File: config.mk
export PLATFORM = sky130hd
export DESIGN_NAME = fp_div_issuer_flat
export DESIGN_NICKNAME = d
export VERILOG_FILES = /design/src/rtl/fp_div_issuer_if.sv /design/src/rtl/fp_div_issuer.sv /design/src/flat_wrapper.sv
export SDC_FILE = /design/constraint.sdc
export NUM_CORES = 1
export LEC_CHECK = 0
export BUFFER_PORTS_ARGS = -buffer_cell sky130_fd_sc_hd__clkbuf_2
export CAP_MARGIN = 40
export CORE_UTILIZATION = 49
export CTS_CLUSTER_SIZE = 20
export DETAILED_ROUTE_END_ITERATION = 8
export PLACE_DENSITY = 0.87
export SLEW_MARGIN = 20
export SYNTH_ARGS = -nofsm -noshare
export SYNTH_HDL_FRONTEND = slang
export SYNTH_SLANG_ARGS = --single-unit
File: constraint.sdc
create_clock -name clk -period 3.06 [get_ports clk]
set_clock_uncertainty 0.05 [all_clocks]
set_input_delay 0.612 -clock clk [delete_from_list [all_inputs] [get_ports clk]]
set_output_delay 0.612 -clock clk [all_outputs]
set_load 0.05 [all_outputs]
File: src/rtl/fp_div_issuer_if.sv
// rtl/fp_div_issuer_if.sv - job request, divider operand/result and response channels of fp_div_issuer
interface fp_div_issuer_if #(
    parameter int WIDTH = 32,
    parameter int TAG_W = 4
);
    logic             req_valid;
    logic             req_ready;
    logic [WIDTH-1:0] req_a;
    logic [WIDTH-1:0] req_b;
    logic [TAG_W-1:0] req_tag;

    logic [WIDTH-1:0] input_a;
    logic             input_a_stb;
    logic             input_a_ack;
    logic [WIDTH-1:0] input_b;
    logic             input_b_stb;
    logic             input_b_ack;
    logic [WIDTH-1:0] output_z;
    logic             output_z_stb;
    logic             output_z_ack;

    logic             rsp_valid;
    logic             rsp_ready;
    logic [WIDTH-1:0] rsp_z;
    logic [TAG_W-1:0] rsp_tag;
    logic             rsp_err;

    // The issuer side
    modport master (
        input  req_valid, req_a, req_b, req_tag,
        output req_ready,
        output input_a, input_a_stb, input_b, input_b_stb, output_z_ack,
        input  input_a_ack, input_b_ack, output_z, output_z_stb,
        output rsp_valid, rsp_z, rsp_tag, rsp_err,
        input  rsp_ready
    );

    // The scheduler/divider side
    modport slave (
        output req_valid, req_a, req_b, req_tag,
        input  req_ready,
        input  input_a, input_a_stb, input_b, input_b_stb, output_z_ack,
        output input_a_ack, input_b_ack, output_z, output_z_stb,
        input  rsp_valid, rsp_z, rsp_tag, rsp_err,
        output rsp_ready
    );
endinterface

File: src/rtl/fp_div_issuer.sv
// rtl/fp_div_issuer.sv - one-job-in-flight initiator for the divider stb/ack protocol (watchdog: FP_DIV_ISSUER_TIMEOUT_EN)
module fp_div_issuer #(
    parameter int WIDTH       = 32,
    parameter int TAG_W       = 4,
    parameter int TIMEOUT_CYC = 1024
) (
    input  logic            clk,
    input  logic            rst,
    fp_div_issuer_if.master bus,
    output logic            busy,
    output logic [15:0]     issue_count
);
    typedef enum logic [1:0] {
        IDLE   = 2'd0,
        SEND   = 2'd1,
        WAIT_Z = 2'd2,
        RESP   = 2'd3
    } state_t;

    state_t state;

    logic a_xfer;
    logic b_xfer;
    logic a_pending;
    logic b_pending;
    logic z_xfer;
    logic rsp_xfer;

    assign a_xfer    = bus.input_a_stb & bus.input_a_ack;
    assign b_xfer    = bus.input_b_stb & bus.input_b_ack;
    // An operand is still outstanding if its strobe stays up past this edge
    assign a_pending = bus.input_a_stb & ~bus.input_a_ack;
    assign b_pending = bus.input_b_stb & ~bus.input_b_ack;
    assign z_xfer    = bus.output_z_stb & bus.output_z_ack;
    assign rsp_xfer  = bus.rsp_valid & bus.rsp_ready;

`ifdef FP_DIV_ISSUER_TIMEOUT_EN
    localparam logic [WIDTH-1:0] QNAN  = WIDTH'(32'h7FC0_0000);
    localparam logic [15:0]      LIMIT = 16'(TIMEOUT_CYC - 1);

    logic [15:0] wd_cnt;
    logic        wd_abort;

    // A result arriving on the very last cycle still wins over the abort
    assign wd_abort = (wd_cnt == LIMIT) &&
                      ((state == SEND) || ((state == WAIT_Z) && !z_xfer));
`else
    assign bus.rsp_err = 1'b0;
`endif

    // Job sequencer; every handshake output is a register written only here
    always_ff @(posedge clk) begin
        if (rst) begin
            state            <= IDLE;
            bus.req_ready    <= 1'b1;
            bus.input_a      <= '0;
            bus.input_b      <= '0;
            bus.input_a_stb  <= 1'b0;
            bus.input_b_stb  <= 1'b0;
            bus.output_z_ack <= 1'b0;
            bus.rsp_valid    <= 1'b0;
            bus.rsp_z        <= '0;
            bus.rsp_tag      <= '0;
            busy             <= 1'b0;
            issue_count      <= '0;
`ifdef FP_DIV_ISSUER_TIMEOUT_EN
            bus.rsp_err      <= 1'b0;
            wd_cnt           <= '0;
`endif
        end else begin
            case (state)
                IDLE: begin
                    if (bus.req_valid && bus.req_ready) begin
                        bus.input_a     <= bus.req_a;
                        bus.input_b     <= bus.req_b;
                        bus.rsp_tag     <= bus.req_tag;
                        bus.input_a_stb <= 1'b1;
                        bus.input_b_stb <= 1'b1;
                        bus.req_ready   <= 1'b0;
                        busy            <= 1'b1;
                        state           <= SEND;
                    end
                end
                SEND: begin
                    // Each operand channel retires independently, in any order
                    if (a_xfer) begin
                        bus.input_a_stb <= 1'b0;
                    end
                    if (b_xfer) begin
                        bus.input_b_stb <= 1'b0;
                    end
                    if (!a_pending && !b_pending) begin
                        bus.output_z_ack <= 1'b1;
                        state            <= WAIT_Z;
                    end
                end
                WAIT_Z: begin
                    if (z_xfer) begin
                        bus.rsp_z        <= bus.output_z;
                        bus.output_z_ack <= 1'b0;
                        bus.rsp_valid    <= 1'b1;
                        state            <= RESP;
                    end
                end
                RESP: begin
                    // Ready returns only after the transfer, leaving a one-cycle bubble
                    if (rsp_xfer) begin
                        bus.rsp_valid <= 1'b0;
                        bus.req_ready <= 1'b1;
                        busy          <= 1'b0;
                        issue_count   <= issue_count + 16'd1;
                        state         <= IDLE;
                    end
                end
                default: begin
                    state <= IDLE;
                end
            endcase

`ifdef FP_DIV_ISSUER_TIMEOUT_EN
            if (state == IDLE) begin
                wd_cnt <= '0;
            end else if ((state == SEND) || (state == WAIT_Z)) begin
                wd_cnt <= wd_cnt + 16'd1;
            end

            // Abort overrides whatever the case above scheduled for this edge
            if (wd_abort) begin
                bus.input_a_stb  <= 1'b0;
                bus.input_b_stb  <= 1'b0;
                bus.output_z_ack <= 1'b0;
                bus.rsp_z        <= QNAN;
                bus.rsp_err      <= 1'b1;
                bus.rsp_valid    <= 1'b1;
                state            <= RESP;
            end

            if ((state == RESP) && rsp_xfer) begin
                bus.rsp_err <= 1'b0;
            end
`endif
        end
    end
endmodule

File: src/flat_wrapper.sv
// flat-port wrapper written by rule: the top's interface ports become plain ports
module fp_div_issuer_flat 
#(
    parameter int WIDTH       = 32,
    parameter int TAG_W       = 4,
    parameter int TIMEOUT_CYC = 1024
)
  (clk, rst, busy, issue_count, bus_req_valid, bus_req_a, bus_req_b, bus_req_tag, bus_req_ready, bus_input_a, bus_input_a_stb, bus_input_b, bus_input_b_stb, bus_output_z_ack, bus_input_a_ack, bus_input_b_ack, bus_output_z, bus_output_z_stb, bus_rsp_valid, bus_rsp_z, bus_rsp_tag, bus_rsp_err, bus_rsp_ready);
  fp_div_issuer_if #(.WIDTH(WIDTH), .TAG_W(TAG_W)) bus_i ();
  input  logic clk;
  input  logic rst;
  output logic busy;
  output logic [15:0] issue_count;
  input wire logic [$bits(bus_i.req_valid)-1:0] bus_req_valid;
  input wire logic [$bits(bus_i.req_a)-1:0] bus_req_a;
  input wire logic [$bits(bus_i.req_b)-1:0] bus_req_b;
  input wire logic [$bits(bus_i.req_tag)-1:0] bus_req_tag;
  output wire logic [$bits(bus_i.req_ready)-1:0] bus_req_ready;
  output wire logic [$bits(bus_i.input_a)-1:0] bus_input_a;
  output wire logic [$bits(bus_i.input_a_stb)-1:0] bus_input_a_stb;
  output wire logic [$bits(bus_i.input_b)-1:0] bus_input_b;
  output wire logic [$bits(bus_i.input_b_stb)-1:0] bus_input_b_stb;
  output wire logic [$bits(bus_i.output_z_ack)-1:0] bus_output_z_ack;
  input wire logic [$bits(bus_i.input_a_ack)-1:0] bus_input_a_ack;
  input wire logic [$bits(bus_i.input_b_ack)-1:0] bus_input_b_ack;
  input wire logic [$bits(bus_i.output_z)-1:0] bus_output_z;
  input wire logic [$bits(bus_i.output_z_stb)-1:0] bus_output_z_stb;
  output wire logic [$bits(bus_i.rsp_valid)-1:0] bus_rsp_valid;
  output wire logic [$bits(bus_i.rsp_z)-1:0] bus_rsp_z;
  output wire logic [$bits(bus_i.rsp_tag)-1:0] bus_rsp_tag;
  output wire logic [$bits(bus_i.rsp_err)-1:0] bus_rsp_err;
  input wire logic [$bits(bus_i.rsp_ready)-1:0] bus_rsp_ready;
  assign bus_i.req_valid = bus_req_valid;
  assign bus_i.req_a = bus_req_a;
  assign bus_i.req_b = bus_req_b;
  assign bus_i.req_tag = bus_req_tag;
  assign bus_req_ready = bus_i.req_ready;
  assign bus_input_a = bus_i.input_a;
  assign bus_input_a_stb = bus_i.input_a_stb;
  assign bus_input_b = bus_i.input_b;
  assign bus_input_b_stb = bus_i.input_b_stb;
  assign bus_output_z_ack = bus_i.output_z_ack;
  assign bus_i.input_a_ack = bus_input_a_ack;
  assign bus_i.input_b_ack = bus_input_b_ack;
  assign bus_i.output_z = bus_output_z;
  assign bus_i.output_z_stb = bus_output_z_stb;
  assign bus_rsp_valid = bus_i.rsp_valid;
  assign bus_rsp_z = bus_i.rsp_z;
  assign bus_rsp_tag = bus_i.rsp_tag;
  assign bus_rsp_err = bus_i.rsp_err;
  assign bus_i.rsp_ready = bus_rsp_ready;
  fp_div_issuer #(.WIDTH(WIDTH), .TAG_W(TAG_W), .TIMEOUT_CYC(TIMEOUT_CYC)) u_core (.clk(clk), .rst(rst), .bus(bus_i), .busy(busy), .issue_count(issue_count));
endmodule
==> results_dict.tcl, run 1 <==
set metrics [dict create \
    status "finished, final reports clean" \
    hpwl_um 8620 \
    fmax_mhz 475 \
    worst_ir_drop_vdd_v 0.000396 \
    p_sw_w 0.00215 \
    nets 899 \
    ys_types 38 \
    criticalPathCategory "flop to flop" \
    grt_pass1_wl_um 19500 \
    num_rows 34 \
    synth-seq-cells 124 \
    clk_pin_slew_ns 0.06 \
    power_frac_seq_pct 33.9 \
    wl_per_cell_um 13.5 \
    coreArea_sq_um 8890 \
    timing.final.crit_period_ns 2.10 \
    power.density_nw_per_um2 904 \
    numCtsBuffers 17 \
    power_frac_clock_pct 36.3 \
    htree_levels 4 \
    synthCells 572 \
    yosysWarnings 0 \
    timing.final.crit_share_pct 68.7 \
    dp_worst_setup_slack_ns 0.916 \
    comb_power_share_pct 29.8 \
    hold_path_class "primary input to flop" \
    p_sw_share_pct 37.2 \
    wirelength_um 12200 \
    grt_pass1_vias 4532 \
    fp.dieArea_sq_um 9740 \
    first_pass_iters 4 \
    drv_slew 0 \
    synth_nets 685 \
    vias 4631 \
    area_growth_syn_to_layout_pct 39.8 \
    cp.arrival_ns 2.46 \
    diodes 0 \
    hold_buffers 0 \
    slew_headroom_pct 51.1 \
    critPathMaxStageDelay_ns 0.70 \
    synth_area_leaders "dfxtp_1 54%, nand2_1 17%, a21oi_1 12%" \
    die_w_um 98.7 \
    gr-total-overflow 0 \
    antenna_found_initial 0 \
    gp_congestion 0.789 \
    drcViolationCount 0 \
    crit_path_top_delay_cell "and3_2" \
    synth_top_cell_by_area "dfxtp_1" \
    rsz0062_at_grt "no" \
    power.leakage_nw 2.89 \
    clock_latency_ns 0.49 \
    end_kind "flop" \
    holdWs_ns 0.286 \
    grt_use_total_pct 25.0 \
    synth_top_cell_area_share_pct 54.2 \
    mappedNetlistArea_sq_um 4580 \
    grt_max_degree 66 \
    cts_resized 0 \
    worst_ep_required_time_ns 3.42 \
    ys_seq_area_share_pct 54.2 \
    avgSynthCellArea_sq_um 8.01 \
    via_per_inst 5.11 \
    cts_sinks 124 \
    finalSetupViolations 0 \
    port_buffers 228 \
    cts_root_buf "clkbuf_8" \
    io_pins 230 \
    cts_tree "built" \
    final_common_cell "clkbuf_2" \
    setup_ws_ns 0.956 \
    post-cts-setup-buffer-count 0 \
    crit_chain "inv_1, ha_1, and3_2, buf_4, nand2_1, a21oi_1" \
    power.internal_w 0.00363 \
    fp.dieH_um 98.7 \
    final_layout_size_suffix_gt1_share_pct 34.3 \
    worst_slew_pin_slew_ns 0.734 \
    final_cell_mix "227 x clkbuf_2, 204 x nand2_1, 124 x dfxtp_1" \
    drt_iter0_drc 152 \
    fin_setup_tns_ns 0 \
    maxCapViolations 0 \
    hold_viol 0 \
    postRouteAntennaNets 0 \
    clock_path_buffers 2 \
    critical_path.max_fanout 42 \
    cp-start-kind "flop" \
    initial_core_util_pct 51.5 \
]
[layer usage]
| metal | up-vias | wire (um) | GRT usage (%) |
|---|---|---|---|
| li1 | 2306 | - | - |
| met1 | 2096 | 4790 | 25.7 |
| met2 | 197 | 6250 | 46.0 |
| met3 | 32 | 837 | 7.23 |
| met4 | 0 | 364 | 13.2 |
| met5 | - | 0 | 0 |
[power by group through the flow]
stage,sequential [W],combinational (W),clock (W)
2_1_floorplan,0.00266,0.000626,0
3_3_place_gp,0.00197,0.00167,0
3_5_place_dp,0.00199,0.00172,0
4_1_cts,0.00196,0.00173,0.00213
5_1_grt,0.00198,0.00186,0.00221
6_report,0.00196,0.00173,0.00210
[metrics by stage]
| step | instance area [sq um] | util (%) | instances | total power (W) |
|---|---|---|---|---|
| 5_1_grt | 6400 | 72.0 | 907 | 0.00605 |
| 4_1_cts | 6400 | 72.0 | 907 | 0.00582 |
| 3_3_place_gp | 5770 | 64.9 | 875 | 0.00365 |
| 2_1_floorplan | 4580 | - | 572 | 0.00328 |
| 3_5_place_dp | 5770 | 64.9 | 875 | 0.00372 |
| 6_report | 6400 | 72.0 | 907 | 0.00579 |
[cells by family after synthesis]
logic type                 after synthesis  synth area share (%)
DFF                                    124                  54.2
buffers and inverters                   43                  3.66
and+or+nand+nor                        261                  23.8
other                                    1                0.0819
muxes                                    1                 0.219
xor gates and xnor gates                10                  1.91
adders and majority gates                6                  1.64
AOI/OAI and AO/OA                      126                  14.5
[synthesized netlist by cell type]
library cell  number
nand2_1          204
dfxtp_1          124
a21oi_1          109
clkbuf_1          30
nor2_1            18
nand4_1            8
and3_1             6
buf_1              6
ha_1               6
nand3_1            6
o21ai_0            6
xor2_1             6
or3_1              5
inv_1              4
xnor2_1            4
nor2b_1            3
o31ai_1            3
a21boi_0           2
buf_2              2
nand3b_1           2
a2111oi_0          1
a211oi_1           1
a21bo_2            1
a21o_1             1
a2bb2oi_1          1
a31oi_1            1
and2_1             1
and3_2             1
and4_1             1
and4_2             1
buf_4              1
conb_1             1
mux2i_1            1
nand4_2            1
nor3_1             1
nor4_1             1
or3_2              1
or3_4              1
[sequential cells by signal, indices dropped and copies added, names as in the netlist]
signal	flops
u_core.bus.input_a	32
u_core.bus.input_a_stb	1
u_core.bus.input_b	32
u_core.bus.input_b_stb	1
u_core.bus.output_z_ack	1
u_core.bus.req_ready	1
u_core.bus.rsp_tag	4
u_core.bus.rsp_valid	1
u_core.bus.rsp_z	32
u_core.busy	1
u_core.issue_count	16
u_core.state	2
[final timing paths]
path                                           from                     end  slack [ns]  cells after the start
worst max-delay path                u_core.state[0]  u_core.bus.input_b[31]        0.96                      6
worst max register to register      u_core.state[0]  u_core.bus.input_b[31]        0.96                      6
worst min register to register  u_core.bus.rsp_z[7]     u_core.bus.rsp_z[7]        0.40                      2
worst min-delay path                bus_output_z[7]     u_core.bus.rsp_z[7]        0.29                      3
[cell type report]
| class | count | area [sq um] |
|---|---|---|
| Fill cell | 688 | 2490 |
| Sequential cell | 124 | 2480 |
| Multi-Input combinational cell | 405 | 1940 |
| Timing Repair Buffer | 234 | 1200 |
| Clock buffer | 19 | 442 |
| Clock inverter | 13 | 189 |
| Tap cell | 108 | 135 |
| Inverter | 4 | 15.0 |
[worst max-delay path, delay by kind of cell (launching register included)]
kind / cells / cell delay, ns
flops: 1 / 0.34
simple gates: 2 / 0.79
compound gates: 1 / 0.15
fa+ha+maj: 1 / 0.25
buf+inv: 2 / 0.44
Power figures use the tool's default switching activity.
==> run 2: changes to the inputs <==
ABC_AREA = 1   (was not set)
CORE_UTILIZATION = 41   (was 49)
PLACE_DENSITY = 0.77   (was 0.87)
clock period = 1.8 ns   (was 3.06 ns; I/O delays follow)
==> results_dict.tcl, run 2 <==
set metrics [dict create \
    status "finished, final reports clean" \
    hold_buffers 0 \
    post-route-util_pct 60.3 \
    ys_types 29 \
    ys_seq_area_share_pct 52.4 \
    numCtsBuffers 17 \
    worst_ir_drop_vdd_v 0.00103 \
    synthCells 624 \
    setup.worst_path.start "u_core.state[0]" \
    ff2ff_path_depth 8 \
    power.density_nw_per_um2 1760 \
    hold_viol 0 \
    antenna_found_initial 0 \
    r2r_slack_ns 0.15 \
    die_w_um 110 \
    grt_pass1_wl_um 18900 \
    synth_top_cell_area_share_pct 52.4 \
    yosysMostFrequentCell "nor2_1" \
    synth-seq-cells 124 \
    postRouteAntennaNets 0 \
    hold_path_class "primary input to flop" \
    power.internal_w 0.00675 \
    setup_ws_ns 0.152 \
    clk_pin_slew_ns 0.06 \
    comb_power_share_pct 37.1 \
    fin_setup_tns_ns 0 \
    gp_congestion 0.783 \
    initial_core_util_pct 43.0 \
    drt_iter0_drc 234 \
    cp.arrival_ns 1.93 \
    timing.final.crit_period_ns 1.65 \
    drv_slew 0 \
    end_kind "flop" \
    rsz0062_at_grt "no" \
    crit_end "u_core.bus.input_b[9]" \
    top_regs "u_core.bus.input_a x32, u_core.bus.input_b x32, u_core.bus.rsp_z x32" \
    post-cts-setup-buffer-count 0 \
    worst_ep_required_time_ns 2.09 \
    use_met1_pct 24.4 \
    cts_tree "built" \
    cts_sinks 124 \
    grt_use_total_pct 20.3 \
    grt_pass1_vias 4098 \
    fp.dieArea_sq_um 12000 \
    busiest_layer "met2" \
    p_sw_share_pct 42.3 \
    fillers 1009 \
    clock_path_buffers 2 \
    power_frac_seq_pct 31.6 \
    synth-main-ff-cell "dfxtp_1" \
    wirelength_um 12300 \
    finalSetupViolations 0 \
    power.leakage_nw 3.25 \
    crit_path_top_delay_cell "dfxtp_1" \
    first_pass_iters 4 \
    wl_per_cell_um 12.3 \
    async_flop_share_pct 0 \
    hpwl_um 8680 \
    path_buf_inv 4 \
    via_per_inst 4.70 \
    io_pins 230 \
    vias 4697 \
    nets 961 \
    dp_worst_setup_slack_ns 0.172 \
    diodes 0 \
    synth_top_cell_by_area "dfxtp_1" \
    power_frac_clock_pct 31.2 \
    gr-total-overflow 0 \
    fp.dieH_um 110 \
    timing.rr.start "u_core.state[0]" \
    fmax_mhz 607 \
    crit_family "buffers and inverters" \
    synth_area_leaders "dfxtp_1 52%, nor2_1 13%, nand2_1 9.1%" \
    critical_path.max_fanout 40 \
    met2_usage_pct 33.2 \
    timing.final.crit_share_pct 91.5 \
    avgSynthCellArea_sq_um 7.60 \
    cts_resized 0 \
    maxCapViolations 0 \
    synth_edf_count 0 \
    cp-start-kind "flop" \
    coreArea_sq_um 11000 \
    clock_latency_ns 0.40 \
    drcViolationCount 0 \
    grt_max_degree 70 \
    crit_chain "inv_1, ha_1, inv_2, nor2_4, inv_2, buf_12, nor2_1, nor2_1" \
    num_rows 38 \
    mappedNetlistArea_sq_um 4740 \
    criticalPathCategory "flop to flop" \
    worst_r2r_endpoint "u_core.bus.input_b[9]" \
    synth_common_cells "158 x nor2_1, 124 x dfxtp_1, 115 x nand2_1, 61 x o21ai_0, 44 x a21oi_1" \
    cts_root_buf "clkbuf_16" \
    area_growth_syn_to_layout_pct 40.3 \
    final_layout_size_suffix_gt1_share_pct 34.1 \
    yosysWarnings 0 \
    final_common_cell "clkbuf_2" \
    final_cell_mix "228 x clkbuf_2, 158 x nor2_1, 124 x dfxtp_1" \
    critPathMaxStageDelay_ns 0.36 \
    port_buffers 228 \
    synth_nets 737 \
    p_sw_w 0.00496 \
    htree_levels 4 \
    met3_usage_pct 7.88 \
    worstSetupPathDepth 8 \
]
-- run 2: layout make-up --
class	count	area, sq um	area share (%)
repair buffers	239	1250	18.8
inverters	30	113	1.69
flip-flops and latches	124	2480	37.3
multi-input cells	436	1990	29.9
well taps	140	175	2.64
clock buffers	19	453	6.81
clock inverters	12	186	2.80
-- run 2: how the worst min path moves through the flow --
stage                          from                     end  slack [ns]  depth (start not counted)
finish                bus_req_b[24]  u_core.bus.input_b[24]        0.13                          3
global route          bus_req_a[12]  u_core.bus.input_a[12]        0.12                          3
CTS                   bus_req_b[16]  u_core.bus.input_b[16]        0.12                          3
detailed placement      u_core.busy             u_core.busy        0.40                          2
global placement        u_core.busy             u_core.busy        0.40                          2
floorplan           u_core.state[1]         u_core.state[1]        0.42                          2
-- run 2: cell families after synthesis --
| family | count (synthesis) | synth area share, % |
|---|---|---|
| xor gates and xnor gates | 2 | 0.370 |
| other | 1 | 0.0791 |
| DFF | 124 | 52.4 |
| and+or+nand+nor | 304 | 26.7 |
| AOI/OAI and AO/OA | 123 | 13.3 |
| adders and majority gates | 6 | 1.58 |
| buffers and inverters | 64 | 5.65 |
-- run 2: power by group through the flow --
stage | sequential, W | combinational, W | clock, W
floorplan | 0.00574 | 0.00130 | 0
detailed placement | 0.00373 | 0.00437 | 0
global placement | 0.00373 | 0.00435 | 0
CTS | 0.00370 | 0.00437 | 0.00371
global route | 0.00377 | 0.00468 | 0.00385
finish | 0.00371 | 0.00435 | 0.00365
-- run 2: stage by stage --
stage / area, sq um / hold slack, ns / power, W / instances
finish: 6650 / 0.130 / 0.0117 / 1000
global route: 6650 / 0.123 / 0.0123 / 1000
CTS: 6650 / 0.121 / 0.0118 / 1000
detailed placement: 6010 / 0.403 / 0.00810 / 969
global placement: 6010 / 0.396 / 0.00808 / 969
floorplan: 4740 / 0.423 / 0.00704 / 624
-- run 2: tightest hold or removal path, delay by kind of cell --
kind,cells,cell delay (ns)
simple gates,2,0.11
buf+inv,1,0.08
-- run 2: per-layer routing --
layer  up-vias  routed length, um
met1      2070               5420
met4         0                136
li1       2434                  -
met3        11               1210
met2       182               5530
met5         -                  0
==> run 3: changes to the inputs <==
clock period = 1.4 ns   (was 1.8 ns; I/O delays follow)
==> results_dict.tcl, run 3 (same netlist as run 2, synthesis figures left out) <==
set metrics [dict create \
    grt_max_degree 55 \
    final_cell_mix "190 x clkbuf_2, 153 x nor2_1, 111 x nand2_1" \
    wl_per_cell_um 13.3 \
    antenna_found_initial 0 \
    clock_path_buffers 2 \
    vias 4905 \
    initial_core_util_pct 43.0 \
    grt_use_total_pct 21.8 \
    cp-start-kind "flop" \
    power.density_nw_per_um2 2230 \
    violations "setup timing" \
    num_rows 38 \
    crit_path_top_delay_cell "dfxtp_4" \
    nets 985 \
    drcViolationCount 0 \
    r2r_slack_ns -0.008 \
    cts_root_buf "clkbuf_16" \
    crit_chain "inv_4, ha_4, inv_2, nor2_4, buf_12, clkbuf_16, o21ai_0, nor2_1" \
    hpwl_um 8780 \
    die_w_um 110 \
    setup_ws_ns -0.00811 \
    timing.final.crit_period_ns 1.41 \
    coreArea_sq_um 11000 \
    grt_pass1_vias 4419 \
    end_kind "flop" \
    holdWs_ns 0.0445 \
    hold_path_class "primary input to flop" \
    clk_pin_slew_ns 0.06 \
    critical_path.max_fanout 8 \
    fp.dieH_um 110 \
    cts_tree "built" \
    fillers 968 \
    drv_slew 0 \
    htree_levels 4 \
    area_growth_syn_to_layout_pct 52.5 \
    via_per_inst 4.79 \
    path_buf_inv 4 \
    diodes 0 \
    final_cell_count_no_fill 1025 \
    cp.arrival_ns 1.69 \
    clock_latency_ns 0.40 \
    crit_family "buffers and inverters" \
    power.leakage_nw 3.49 \
    ff2ff_path_depth 8 \
    fin_setup_tns_ns -0.0149 \
    critPathMaxStageDelay_ns 0.37 \
    design_area_sq_um 7230 \
    gp_congestion 0.789 \
    hold_viol 0 \
    drt_iter0_drc 260 \
    postRouteAntennaNets 0 \
    maxCapViolations 0 \
    placed_cells 976 \
    hold_path_depth 3 \
    dp_worst_setup_slack_ns -0.0708 \
    first_pass_iters 4 \
    fp.dieArea_sq_um 12000 \
    final_common_cell "clkbuf_2" \
    wirelength_um 13600 \
    port_buffers 228 \
    finalSetupViolations 3 \
    worstSetupPathDepth 8 \
    criticalPathCategory "flop to flop" \
    timing.final.crit_share_pct 101 \
    io_pins 230 \
    cts_sinks 124 \
    gr-total-overflow 0 \
    status "finished, violations left" \
    grt_pass1_wl_um 20300 \
    fmax_mhz 710 \
    final_layout_size_suffix_gt1_share_pct 40.2 \
    worst_ep_required_time_ns 1.69 \
    worst_ir_drop_vdd_v 0.00150 \
    rsz0062_at_grt "yes" \
    place_area_sq_um 6140 \
    numCtsBuffers 17 \
    top_regs "u_core.bus.input_a x32, u_core.bus.input_b x32, u_core.bus.rsp_z x32" \
]
## run 3: cell types whose count changed in the layout (fill, tap and decap cells not counted), sizes merged
cell    change
inv         -3
buf        +42
bufinv      -1
clkbuf     -19
clkinv      +6
## run 3: what timing repair did
| action | in CTS | in global routing |
|---|---|---|
| buffers inserted | 3 | 5 |
| pin swaps | 1 | 9 |
| cloned | 1 | 8 |
| hold buffers | 0 | 0 |
| resized for setup | 26 | 80 |
| endpoints found under the setup margin | 111 | 140 |
## run 3: power by group
part	leakage, nW	switching (W)	total [W]	internal [W]
clock network	0.292	0.00164	0.00449	0.00285
registers	1.02	0.000494	0.00485	0.00435
logic	2.17	0.00467	0.00678	0.00211
## run 3: final cells by class
class                   instances  area, sq um  area share [%]
well taps                     140          175            2.42
inverters                      30          125            1.73
repair buffers                263         1720            23.8
clock buffers                  18          439            6.08
multi-input cells             436         2080            28.8
flip-flops and latches        124         2520            34.8
clock inverters                14          171            2.37
## run 3: worst register-to-register path, delay by kind of cell (launching register included)
family	cells	cell delay [ns]
flip-flops	1	0.37
AO/OA/AOI/OAI	1	0.07
adder cells (fa/ha/maj)	1	0.14
AND/OR/NAND/NOR	2	0.28
buffers and inverters	4	0.45
## run 3: path summary, 6_finish.rpt
path                             start                endpoint
hold / removal           bus_req_a[13]  u_core.bus.input_a[13]
setup / recovery       u_core.state[0]   u_core.bus.input_a[5]
setup reg to reg       u_core.state[0]   u_core.bus.input_a[5]
hold reg to reg   u_core.bus.rsp_z[14]    u_core.bus.rsp_z[14]
## run 3: per-stage QoR
stage | utilization [%] | total power [W]
after floorplan | - | 0.00908
after global placement | 55.7 | 0.0105
after detailed placement | 55.7 | 0.0105
after CTS | 62.4 | 0.0154
after global routing | 65.5 | 0.0169
final | 65.5 | 0.0161
## run 3: metal layers
layer  GRT usage, %  vias up  part of all wire (%)
li1               -     2487                     -
met1           25.8     2224                    43
met2           36.9      188                    48
met3           7.77        6                   8.4
met4           6.57        0                  0.46
met5              0        -                     0
